`src/rtl/his_reader_fsm_pkg.sv`:
```
// Shared defaults and state encoding for the histogram readout engine.
package his_reader_fsm_pkg;

    localparam int unsigned NbDefault       = 8;
    localparam int unsigned CntWDefault     = 10;
    localparam int unsigned PixelNumDefault = 200;
    localparam int unsigned PixWDefault     = 8;

    typedef enum logic [2:0] {
        StIdle,
        StRd,
        StLat,
        StOut,
        StPeak
    } state_e;

endpackage

```
`src/rtl/his_reader_fsm_if.sv`:
```
// Valid/ready stream carrying one histogram bin count with its pixel/bin tags.
interface his_reader_fsm_if
    import his_reader_fsm_pkg::*;
#(
    parameter int unsigned Nb   = NbDefault,
    parameter int unsigned CntW = CntWDefault,
    parameter int unsigned PixW = PixWDefault
) ();

    logic            valid;
    logic            ready;
    logic [PixW-1:0] pixel;
    logic [Nb-1:0]   bin;
    logic [CntW-1:0] count;
    logic            last_bin;
    logic            last;

    modport master (
        output valid, pixel, bin, count, last_bin, last,
        input  ready
    );

    modport slave (
        input  valid, pixel, bin, count, last_bin, last,
        output ready
    );

endinterface

```
`src/rtl/his_reader_fsm_peak_tracker.sv`:
```
// Running per-pixel maximum; strict compare keeps the lowest bin on ties.
module his_peak_tracker
    import his_reader_fsm_pkg::*;
#(
    parameter int unsigned Nb   = NbDefault,
    parameter int unsigned CntW = CntWDefault
) (
    input  logic            clk_i,
    input  logic            res_ni,
    input  logic            clr_i,
    input  logic            upd_i,
    input  logic [Nb-1:0]   bin_i,
    input  logic [CntW-1:0] count_i,
    output logic [Nb-1:0]   max_bin_o,
    output logic [CntW-1:0] max_count_o
);

    logic [Nb-1:0]   max_bin_q, max_bin_d;
    logic [CntW-1:0] max_count_q, max_count_d;

    always_ff @(posedge clk_i) begin
        if (!res_ni) begin
            max_bin_q   <= '0;
            max_count_q <= '0;
        end else begin
            max_bin_q   <= max_bin_d;
            max_count_q <= max_count_d;
        end
    end

    always_comb begin
        max_bin_d   = max_bin_q;
        max_count_d = max_count_q;
        if (clr_i) begin
            max_bin_d   = '0;
            max_count_d = '0;
        end else if (upd_i && (count_i > max_count_q)) begin
            max_bin_d   = bin_i;
            max_count_d = count_i;
        end
    end

    assign max_bin_o   = max_bin_q;
    assign max_count_o = max_count_q;

endmodule

```
`src/rtl/his_reader_fsm.sv`:
```
// Walks every {pixel, bin} of a finished histogram bank: read, clear, stream out,
// then report each pixel's peak bin.
module his_reader_fsm
    import his_reader_fsm_pkg::*;
#(
    parameter int unsigned Nb       = NbDefault,
    parameter int unsigned CntW     = CntWDefault,
    parameter int unsigned PixelNum = PixelNumDefault,
    parameter int unsigned PixW     = PixWDefault
) (
    input  logic               clk_i,
    input  logic               res_ni,
    input  logic               start_i,
    input  logic               bank_i,
    output logic               busy_o,
    output logic               overrun_o,
    output logic               ram_rd_en_o,
    output logic               ram_bank_o,
    output logic [PixW+Nb-1:0] ram_addr_o,
    input  logic [CntW-1:0]    ram_rd_data_i,
    output logic               ram_clr_en_o,
    his_reader_fsm_if.master   out_if,
    output logic               peak_valid_o,
    output logic [PixW-1:0]    peak_pixel_o,
    output logic [Nb-1:0]      peak_bin_o,
    output logic [CntW-1:0]    peak_count_o,
    output logic               done_o
);

    localparam logic [Nb-1:0]   LastBin   = '1;
    localparam logic [PixW-1:0] LastPixel = PixW'(PixelNum - 1);

    state_e          state_q, state_d;
    logic            bank_q, bank_d;
    logic [PixW-1:0] pixel_q, pixel_d;
    logic [Nb-1:0]   bin_q, bin_d;
    logic [CntW-1:0] count_q, count_d;
    logic            trk_clr, trk_upd;

    always_ff @(posedge clk_i) begin
        if (!res_ni) begin
            state_q <= StIdle;
            bank_q  <= 1'b0;
            pixel_q <= '0;
            bin_q   <= '0;
            count_q <= '0;
        end else begin
            state_q <= state_d;
            bank_q  <= bank_d;
            pixel_q <= pixel_d;
            bin_q   <= bin_d;
            count_q <= count_d;
        end
    end

    always_comb begin
        state_d = state_q;
        bank_d  = bank_q;
        pixel_d = pixel_q;
        bin_d   = bin_q;
        count_d = count_q;
        trk_clr = 1'b0;
        trk_upd = 1'b0;
        case (state_q)
            StIdle: begin
                if (start_i) begin
                    bank_d  = bank_i;
                    pixel_d = '0;
                    bin_d   = '0;
                    trk_clr = 1'b1;
                    state_d = StRd;
                end
            end
            StRd: state_d = StLat;
            StLat: begin
                // Read data arrives now; the clear strobe hits the same address this cycle.
                count_d = ram_rd_data_i;
                trk_upd = 1'b1;
                state_d = StOut;
            end
            StOut: begin
                if (out_if.ready) begin
                    if (bin_q != LastBin) begin
                        bin_d   = bin_q + Nb'(1);
                        state_d = StRd;
                    end else begin
                        state_d = StPeak;
                    end
                end
            end
            StPeak: begin
                if (pixel_q != LastPixel) begin
                    pixel_d = pixel_q + PixW'(1);
                    bin_d   = '0;
                    trk_clr = 1'b1;
                    state_d = StRd;
                end else begin
                    state_d = StIdle;
                end
            end
            default: state_d = StIdle;
        endcase
    end

    his_peak_tracker #(
        .Nb   (Nb),
        .CntW (CntW)
    ) u_peak_tracker (
        .clk_i       (clk_i),
        .res_ni      (res_ni),
        .clr_i       (trk_clr),
        .upd_i       (trk_upd),
        .bin_i       (bin_q),
        .count_i     (ram_rd_data_i),
        .max_bin_o   (peak_bin_o),
        .max_count_o (peak_count_o)
    );

    assign busy_o       = (state_q != StIdle);
    assign overrun_o    = start_i && (state_q != StIdle);
    assign ram_rd_en_o  = (state_q == StRd);
    assign ram_clr_en_o = (state_q == StLat);
    assign ram_bank_o   = bank_q;
    assign ram_addr_o   = {pixel_q, bin_q};

    assign out_if.valid    = (state_q == StOut);
    assign out_if.pixel    = pixel_q;
    assign out_if.bin      = bin_q;
    assign out_if.count    = count_q;
    assign out_if.last_bin = (bin_q == LastBin);
    assign out_if.last     = (bin_q == LastBin) && (pixel_q == LastPixel);

    assign peak_valid_o = (state_q == StPeak);
    assign peak_pixel_o = pixel_q;
    assign done_o       = (state_q == StPeak) && (pixel_q == LastPixel);

endmodule

```
`src/flat_wrapper.sv`:
```
// flat-port wrapper written by rule: the top's interface ports become plain ports
module his_reader_fsm_flat import his_reader_fsm_pkg::*;
#(
    parameter int unsigned Nb       = NbDefault,
    parameter int unsigned CntW     = CntWDefault,
    parameter int unsigned PixelNum = PixelNumDefault,
    parameter int unsigned PixW     = PixWDefault
)
  (clk_i, res_ni, start_i, bank_i, busy_o, overrun_o, ram_rd_en_o, ram_bank_o, ram_addr_o, ram_rd_data_i, ram_clr_en_o, peak_valid_o, peak_pixel_o, peak_bin_o, peak_count_o, done_o, out_if_valid, out_if_pixel, out_if_bin, out_if_count, out_if_last_bin, out_if_last, out_if_ready);
  his_reader_fsm_if #(.Nb(Nb), .CntW(CntW), .PixW(PixW)) out_if_i ();
  input  logic clk_i;
  input  logic res_ni;
  input  logic start_i;
  input  logic bank_i;
  output logic busy_o;
  output logic overrun_o;
  output logic ram_rd_en_o;
  output logic ram_bank_o;
  output logic [PixW+Nb-1:0] ram_addr_o;
  input  logic [CntW-1:0] ram_rd_data_i;
  output logic ram_clr_en_o;
  output logic peak_valid_o;
  output logic [PixW-1:0] peak_pixel_o;
  output logic [Nb-1:0] peak_bin_o;
  output logic [CntW-1:0] peak_count_o;
  output logic done_o;
  output wire logic [$bits(out_if_i.valid)-1:0] out_if_valid;
  output wire logic [$bits(out_if_i.pixel)-1:0] out_if_pixel;
  output wire logic [$bits(out_if_i.bin)-1:0] out_if_bin;
  output wire logic [$bits(out_if_i.count)-1:0] out_if_count;
  output wire logic [$bits(out_if_i.last_bin)-1:0] out_if_last_bin;
  output wire logic [$bits(out_if_i.last)-1:0] out_if_last;
  input wire logic [$bits(out_if_i.ready)-1:0] out_if_ready;
  assign out_if_valid = out_if_i.valid;
  assign out_if_pixel = out_if_i.pixel;
  assign out_if_bin = out_if_i.bin;
  assign out_if_count = out_if_i.count;
  assign out_if_last_bin = out_if_i.last_bin;
  assign out_if_last = out_if_i.last;
  assign out_if_i.ready = out_if_ready;
  his_reader_fsm #(.Nb(Nb), .CntW(CntW), .PixelNum(PixelNum), .PixW(PixW)) u_core (.clk_i(clk_i), .res_ni(res_ni), .start_i(start_i), .bank_i(bank_i), .busy_o(busy_o), .overrun_o(overrun_o), .ram_rd_en_o(ram_rd_en_o), .ram_bank_o(ram_bank_o), .ram_addr_o(ram_addr_o), .ram_rd_data_i(ram_rd_data_i), .ram_clr_en_o(ram_clr_en_o), .out_if(out_if_i), .peak_valid_o(peak_valid_o), .peak_pixel_o(peak_pixel_o), .peak_bin_o(peak_bin_o), .peak_count_o(peak_count_o), .done_o(done_o));
endmodule
```
`config.mk`:
```
export PLATFORM = sky130hd
export DESIGN_NAME = his_reader_fsm_flat
export DESIGN_NICKNAME = d
export VERILOG_FILES = /design/src/rtl/his_reader_fsm_pkg.sv /design/src/rtl/his_reader_fsm_if.sv /design/src/rtl/his_reader_fsm_peak_tracker.sv /design/src/rtl/his_reader_fsm.sv /design/src/flat_wrapper.sv
export SDC_FILE = /design/constraint.sdc
export NUM_CORES = 1
export LEC_CHECK = 0
export ABC_AREA = 1
export CAP_MARGIN = 20
export CORE_MARGIN = 4
export CORE_UTILIZATION = 50
export CTS_CLUSTER_DIAMETER = 200
export DETAILED_ROUTE_END_ITERATION = 16
export PLACE_DENSITY = 0.86
export SYNTH_ARGS = -nofsm -noshare
export SYNTH_HDL_FRONTEND = slang
export SYNTH_SLANG_ARGS = --single-unit
```
`constraint.sdc`:
```
create_clock -name clk_i -period 5.45 [get_ports clk_i]
set_clock_uncertainty 0.2 [all_clocks]
set_input_delay 1.635 -clock clk_i [delete_from_list [all_inputs] [get_ports clk_i]]
set_output_delay 1.635 -clock clk_i [all_outputs]
set_load 0.1 [all_outputs]
```
After elaboration in Yosys (flattened, before gate mapping)

Index checks and enable logic that the tools add are counted.
Widths: inputs -> output; s select.

Reduce and logical (&&, ||, !) cells: 13
Mux-type cells: 16
Equality and inequality tests: 12
Bitwise operators: 1
Add/subtract/negate cells: 2
$lt $le $gt $ge: 1

Operators with widths:

| cell                | count |
|---|---|
| $mux 8              | 5 |
| $pmux 8 s3          | 1 |
| $add 8x1->8 const B | 2 |
| $eq 8x8->1 const B  | 2 |
| $ne 8x8->1 const B  | 2 |
| $pmux 8 s2          | 1 |
| $pmux 3 s5          | 1 |
| $gt 10x10->1        | 1 |
| $mux 3              | 3 |
| $eq 3x2->1 const B  | 2 |
| $ne 2x1->1 const B  | 3 |
| $reduce_bool 3->1   | 2 |
| $reduce_and 5->1    | 1 |
| $logic_and 1x1->1   | 4 |
| $mux 1              | 4 |
| $reduce_and 2->1    | 2 |
| $eq 3x1->1 const B  | 1 |
| $eq 3x3->1 const B  | 1 |
| $logic_not 3->1     | 1 |
| $reduce_and 3->1    | 1 |
| $ne 2x2->1 const B  | 1 |
| $pmux 1 s2          | 1 |
| $reduce_bool 2->1   | 1 |
| $reduce_or 2->1     | 1 |
| $not 1->1           | 1 |

Register bits: 48
Word-level logic and storage cells: 52
Input port bits: 15
Output and inout bits: 78

Longest topological paths before layout

Depth in word-level cells: 4
Mapped depth: 12
Gate-level depth less buffers: 12

Hierarchy

From an unflattened synthesis, not the netlist that was laid out.

Cells, all modules: 421
Area total of the unflattened synthesis: 2870.3 um2

Modules (own cells, without submodules):

| module           | cells an instance | area each (um2) | sequential area each (um2) | times used |
|---|---|---|---|---|
| his_reader_fsm   | 253               | 1722.9          | 600.6                      | 1 |
| his_peak_tracker | 168               | 1147.4          | 360.3                      | 1 |

Worst setup path after synthesis

OpenSTA, ideal clock, no wires.

Kind: register to output
From: register u_core.pixel_q[0], in the netlist u_core.out_if.pixel[0]
To: output port out_if_last
Arrival: 3.035 ns
Required time: 3.615 ns
Buffers on the path: 0
Stages on the path, launching flop included: 8
Slack: 0.580 ns
Cell sequence: dfxtp_1 ha_1 nand2_1 clkinv_1 nand2_2 nor2_4 inv_2 nor2_1

Word-level cells in the longest chain between the ends: 2

Ends and longest elaborated chain:

| item                   | RTL line              | source |
|---|---|---|
| start, declared        | his_reader_fsm.sv:35  | `logic [PixW-1:0] pixel_q, pixel_d;` |
| start signal, assigned | his_reader_fsm.sv:50  | `pixel_q <= pixel_d;` |
| $eq 8x8->1             | his_reader_fsm.sv:131 | `assign out_if.last = (bin_q == LastBin) && (pixel_q == LastPixel);` |
| $logic_and 1x1->1      | his_reader_fsm.sv:131 |  |
| end, declared          | flat_wrapper.sv:32    | `output wire logic [$bits(out_if_i.last)-1:0] out_if_last;` |

Every way passes these cells.

Worst setup path after layout

From: register u_core.pixel_q[0], in the netlist u_core.out_if.pixel[0]
To: output port done_o

Word-level cells in the longest chain between the ends: 2

Ends and longest elaborated chain:

| item              | RTL line              | source |
|---|---|---|
| $eq 8x8->1        | his_reader_fsm.sv:135 | `assign done_o = (state_q == StPeak) && (pixel_q == LastPixel);` |
| $logic_and 1x1->1 | his_reader_fsm.sv:135 |  |
| end, declared     | flat_wrapper.sv:26    | `output logic done_o;` |

Every way passes these cells.

==> qor.yml <==
crit_start: "u_core.out_if.pixel[0]"
cp-start-kind: "register"
ys_types: 31
core_sq_um: 5473
num_io_pins: 93
cts_made_buffers: 5
cpMaxStageDelayCell: "clkdlybuf4s50_1"
drt_first_pass_iters: 4
slew_viol_final: 0
io_buffers: 92
antenna_left: 0
hold_path_class: "reg2reg"
hpwl_microns: 5396
grt.total_usage_pct: 20.37
rrSetupSlack_ns: 3.19
synth_top_family_by_area: "simple AND/OR/NAND/NOR gates"
relSlewSlack_pct: 33.66
critical_path_peak_fanout: 8
place_ws_ns: 0.9987
cp.arrival_ns: 2.74
viasPerCell: 5.002
yosys.area_share.simple_pct: 31.59
critical-path-top-delay-family: "buffers and inverters"
grt_pass1_vias: 2539
avgSynthCellArea_sq_um: 6.770
synth_mux_area_share_pct: 0
fmax_ghz: 0.2188
worst_path_largest_cell_delay_ns: 1.13
fin_util_pct: 68.02
fin_crit_ns: 4.570
synthCells: 416
antenna_cells: 0
cts_tree: "built"
synth_adder_area_share_pct: 5.331
nets: 507
post-route-drc-count: 0
p_leak_nw: 1.496
routabilityCongestion: 0.8846
crit_chain: "ha_1, nand2_1, clkinv_1, nand2_2, nor2_4, nand2_1, inv_1, clkdlybuf4s50_1"
ir_drop_uv: 304.8
crit_buf_inv: 3
fin_hold_ws_ns: 0.2801
die_height_microns: 83.05
cts_resized: 0
crit_type: "reg2out"
cts-root-buf: "clkbuf_8"
area_delta_synth_final_pct: 32.16
h-tree-depth: 2
dp.cells: 545
initial_core_util_pct: 51.46
fin_ws_ns: 0.8796
vias: 2766
synth-compound-area-share_pct: 11.68
fin_setup_tns_ns: 0
cp.required_ns: 3.62
worstSkewPairLatency_ns: 0.31
seq_area_frac_synth_pct: 34.12
ys_ff_latch: 48
clock-sinks: 48
ys_warn_count: 0
grt_max_degree: 37
holdBufCountCts: 0
clkTransAtPathRegs_ns: 0.09
cap_viol_max_count: 0
drive_gt1_share_pct: 6.445
rr_startpoint: "u_core.u_peak_tracker.max_count_o[9]"
chipWidth_microns: 83.05
setup_viol: 0
synth_area_sq_um: 2816
grt.overflow.total: 0
wire_per_inst_microns: 12.82
end_kind: "primary output"
synth-xor-area-share_pct: 0.6219
status: "finished, final reports clean"
drt_iter0_drc: 149
instances_no_fill: 553
antenna_found_initial: 0
p_per_area_nw_per_um2: 324.0
grt_pass1_wl_microns: 11810
clockBufferDepth: 2
rsz0062_at_grt: "false"
die-area_sq_um: 6897
tightest_slew_ns: 0.9920
hold_viol: 0
crit_path_frequent_cell: "nand2_1"
rows: 27
routed_wl_microns: 7092
post-route-period-util_pct: 83.86
post_cts_buffers: 0
min_from: "u_core.ram_bank_o"
synth_fp_nets: 443
==> power breakdown <==
group	total [W]	internal (W)	switching, W	leakage, nW
clock network	0.000313	0.000185	0.000128	0.0687
logic	0.000495	0.000116	0.000379	1.04
registers	0.000398	0.000377	0.0000215	0.390
total	0.00121	0.000677	0.000529	1.50
==> worst paths after layout <==
path	end	cells after the start
setup / recovery	done_o	8
hold / removal	u_core.ram_bank_o	2
setup reg to reg	u_core.u_peak_tracker.max_bin_o[0]	10
hold reg to reg	u_core.ram_bank_o	2
==> through the flow <==
step,cell area (sq um),power [W]
floorplan,2816,0.0007990
global placement,3585,0.0008915
detailed placement,3585,0.0009000
CTS,3722,0.001214
global route,3722,0.001257
finish,3722,0.001206
==> worst min-delay path, delay by kind of cell (launching register included) <==
family / cells / cell delay (ns)
compound gates: 1 / 0.05
simple gates: 1 / 0.06
flops: 1 / 0.33
==> flip-flops by register name (all words and copies together), names as in the netlist <==
name / cells
u_core.state_q: 3
u_core.ram_bank_o: 1
u_core.out_if.count: 10
u_core.u_peak_tracker.max_bin_o: 8
u_core.out_if.bin: 8
u_core.out_if.pixel: 8
u_core.u_peak_tracker.max_count_o: 10
==> synthesized netlist by cell type <==
cell	n	area share, %
buf_6	2	0.80
inv_2	4	0.53
nor2_4	4	1.6
ha_1	12	5.3
nor2_2	3	0.67
nand2_1	82	11
a21oi_2	1	0.31
o21bai_1	1	0.27
nor4_1	1	0.22
nand4_1	2	0.44
o21ai_0	13	2.3
nand2_4	1	0.40
buf_4	24	6.4
xnor2_1	1	0.31
buf_2	6	1.1
nand3_1	42	7.5
nand2_2	5	1.1
nand3_2	1	0.36
a21o_1	1	0.27
nor2_8	1	0.71
a21oi_1	43	7.6
inv_1	53	7.1
xor2_1	1	0.31
clkbuf_1	4	0.53
dfxtp_1	48	34
a31oi_1	1	0.22
nor3b_1	1	0.27
nor2_1	53	7.1
a21boi_4	1	0.67
clkinv_1	2	0.27
nor3_1	2	0.36
==> layer usage <==
| metal | track usage [%] | vias to the layer above | wire length, microns |
|---|---|---|---|
| met5 | 0 | - | 0 |
| met4 | 6.538 | 0 | 87 |
| met3 | 5.357 | 8 | 362 |
| met2 | 35.20 | 80 | 3531 |
| met1 | 24.51 | 1257 | 3111 |
| li1 | - | 1421 | - |
==> area by class of cell <==
cell class / count / area (sq um)
Clock buffer: 5 / 68.82
Tap cell: 72 / 90.09
Multi-Input combinational cell: 273 / 1386
Inverter: 59 / 221.5
Sequential cell: 48 / 960.9
Clock inverter: 3 / 68.82
Fill cell: 478 / 1750
Timing Repair Buffer: 93 / 925.9
==> cell families (layout without fill, tap and decap cells) <==
| group | Yosys count | in the layout |
|---|---|---|
| buffers and inverters | 95 | 160 |
| XOR/XNOR | 2 | 2 |
| adder cells (fa/ha/maj) | 12 | 12 |
| AO/OA/AOI/OAI | 61 | 61 |
| flip-flops | 48 | 48 |
| AND/OR/NAND/NOR | 198 | 198 |
==> cell usage in the layout (no fill, tap or decap), types with 4 or more instances in the layout <==
cell type	count
nor2_1	53
inv_2	4
clkbuf_8	5
nand2_1	82
o21ai_0	13
nor2_4	4
dfxtp_1	48
a21oi_1	43
nand3_1	42
clkdlybuf4s50_1	91
ha_1	12
inv_1	53
nand2_2	5
No activity file was read; power rests on OpenSTA's default activity.
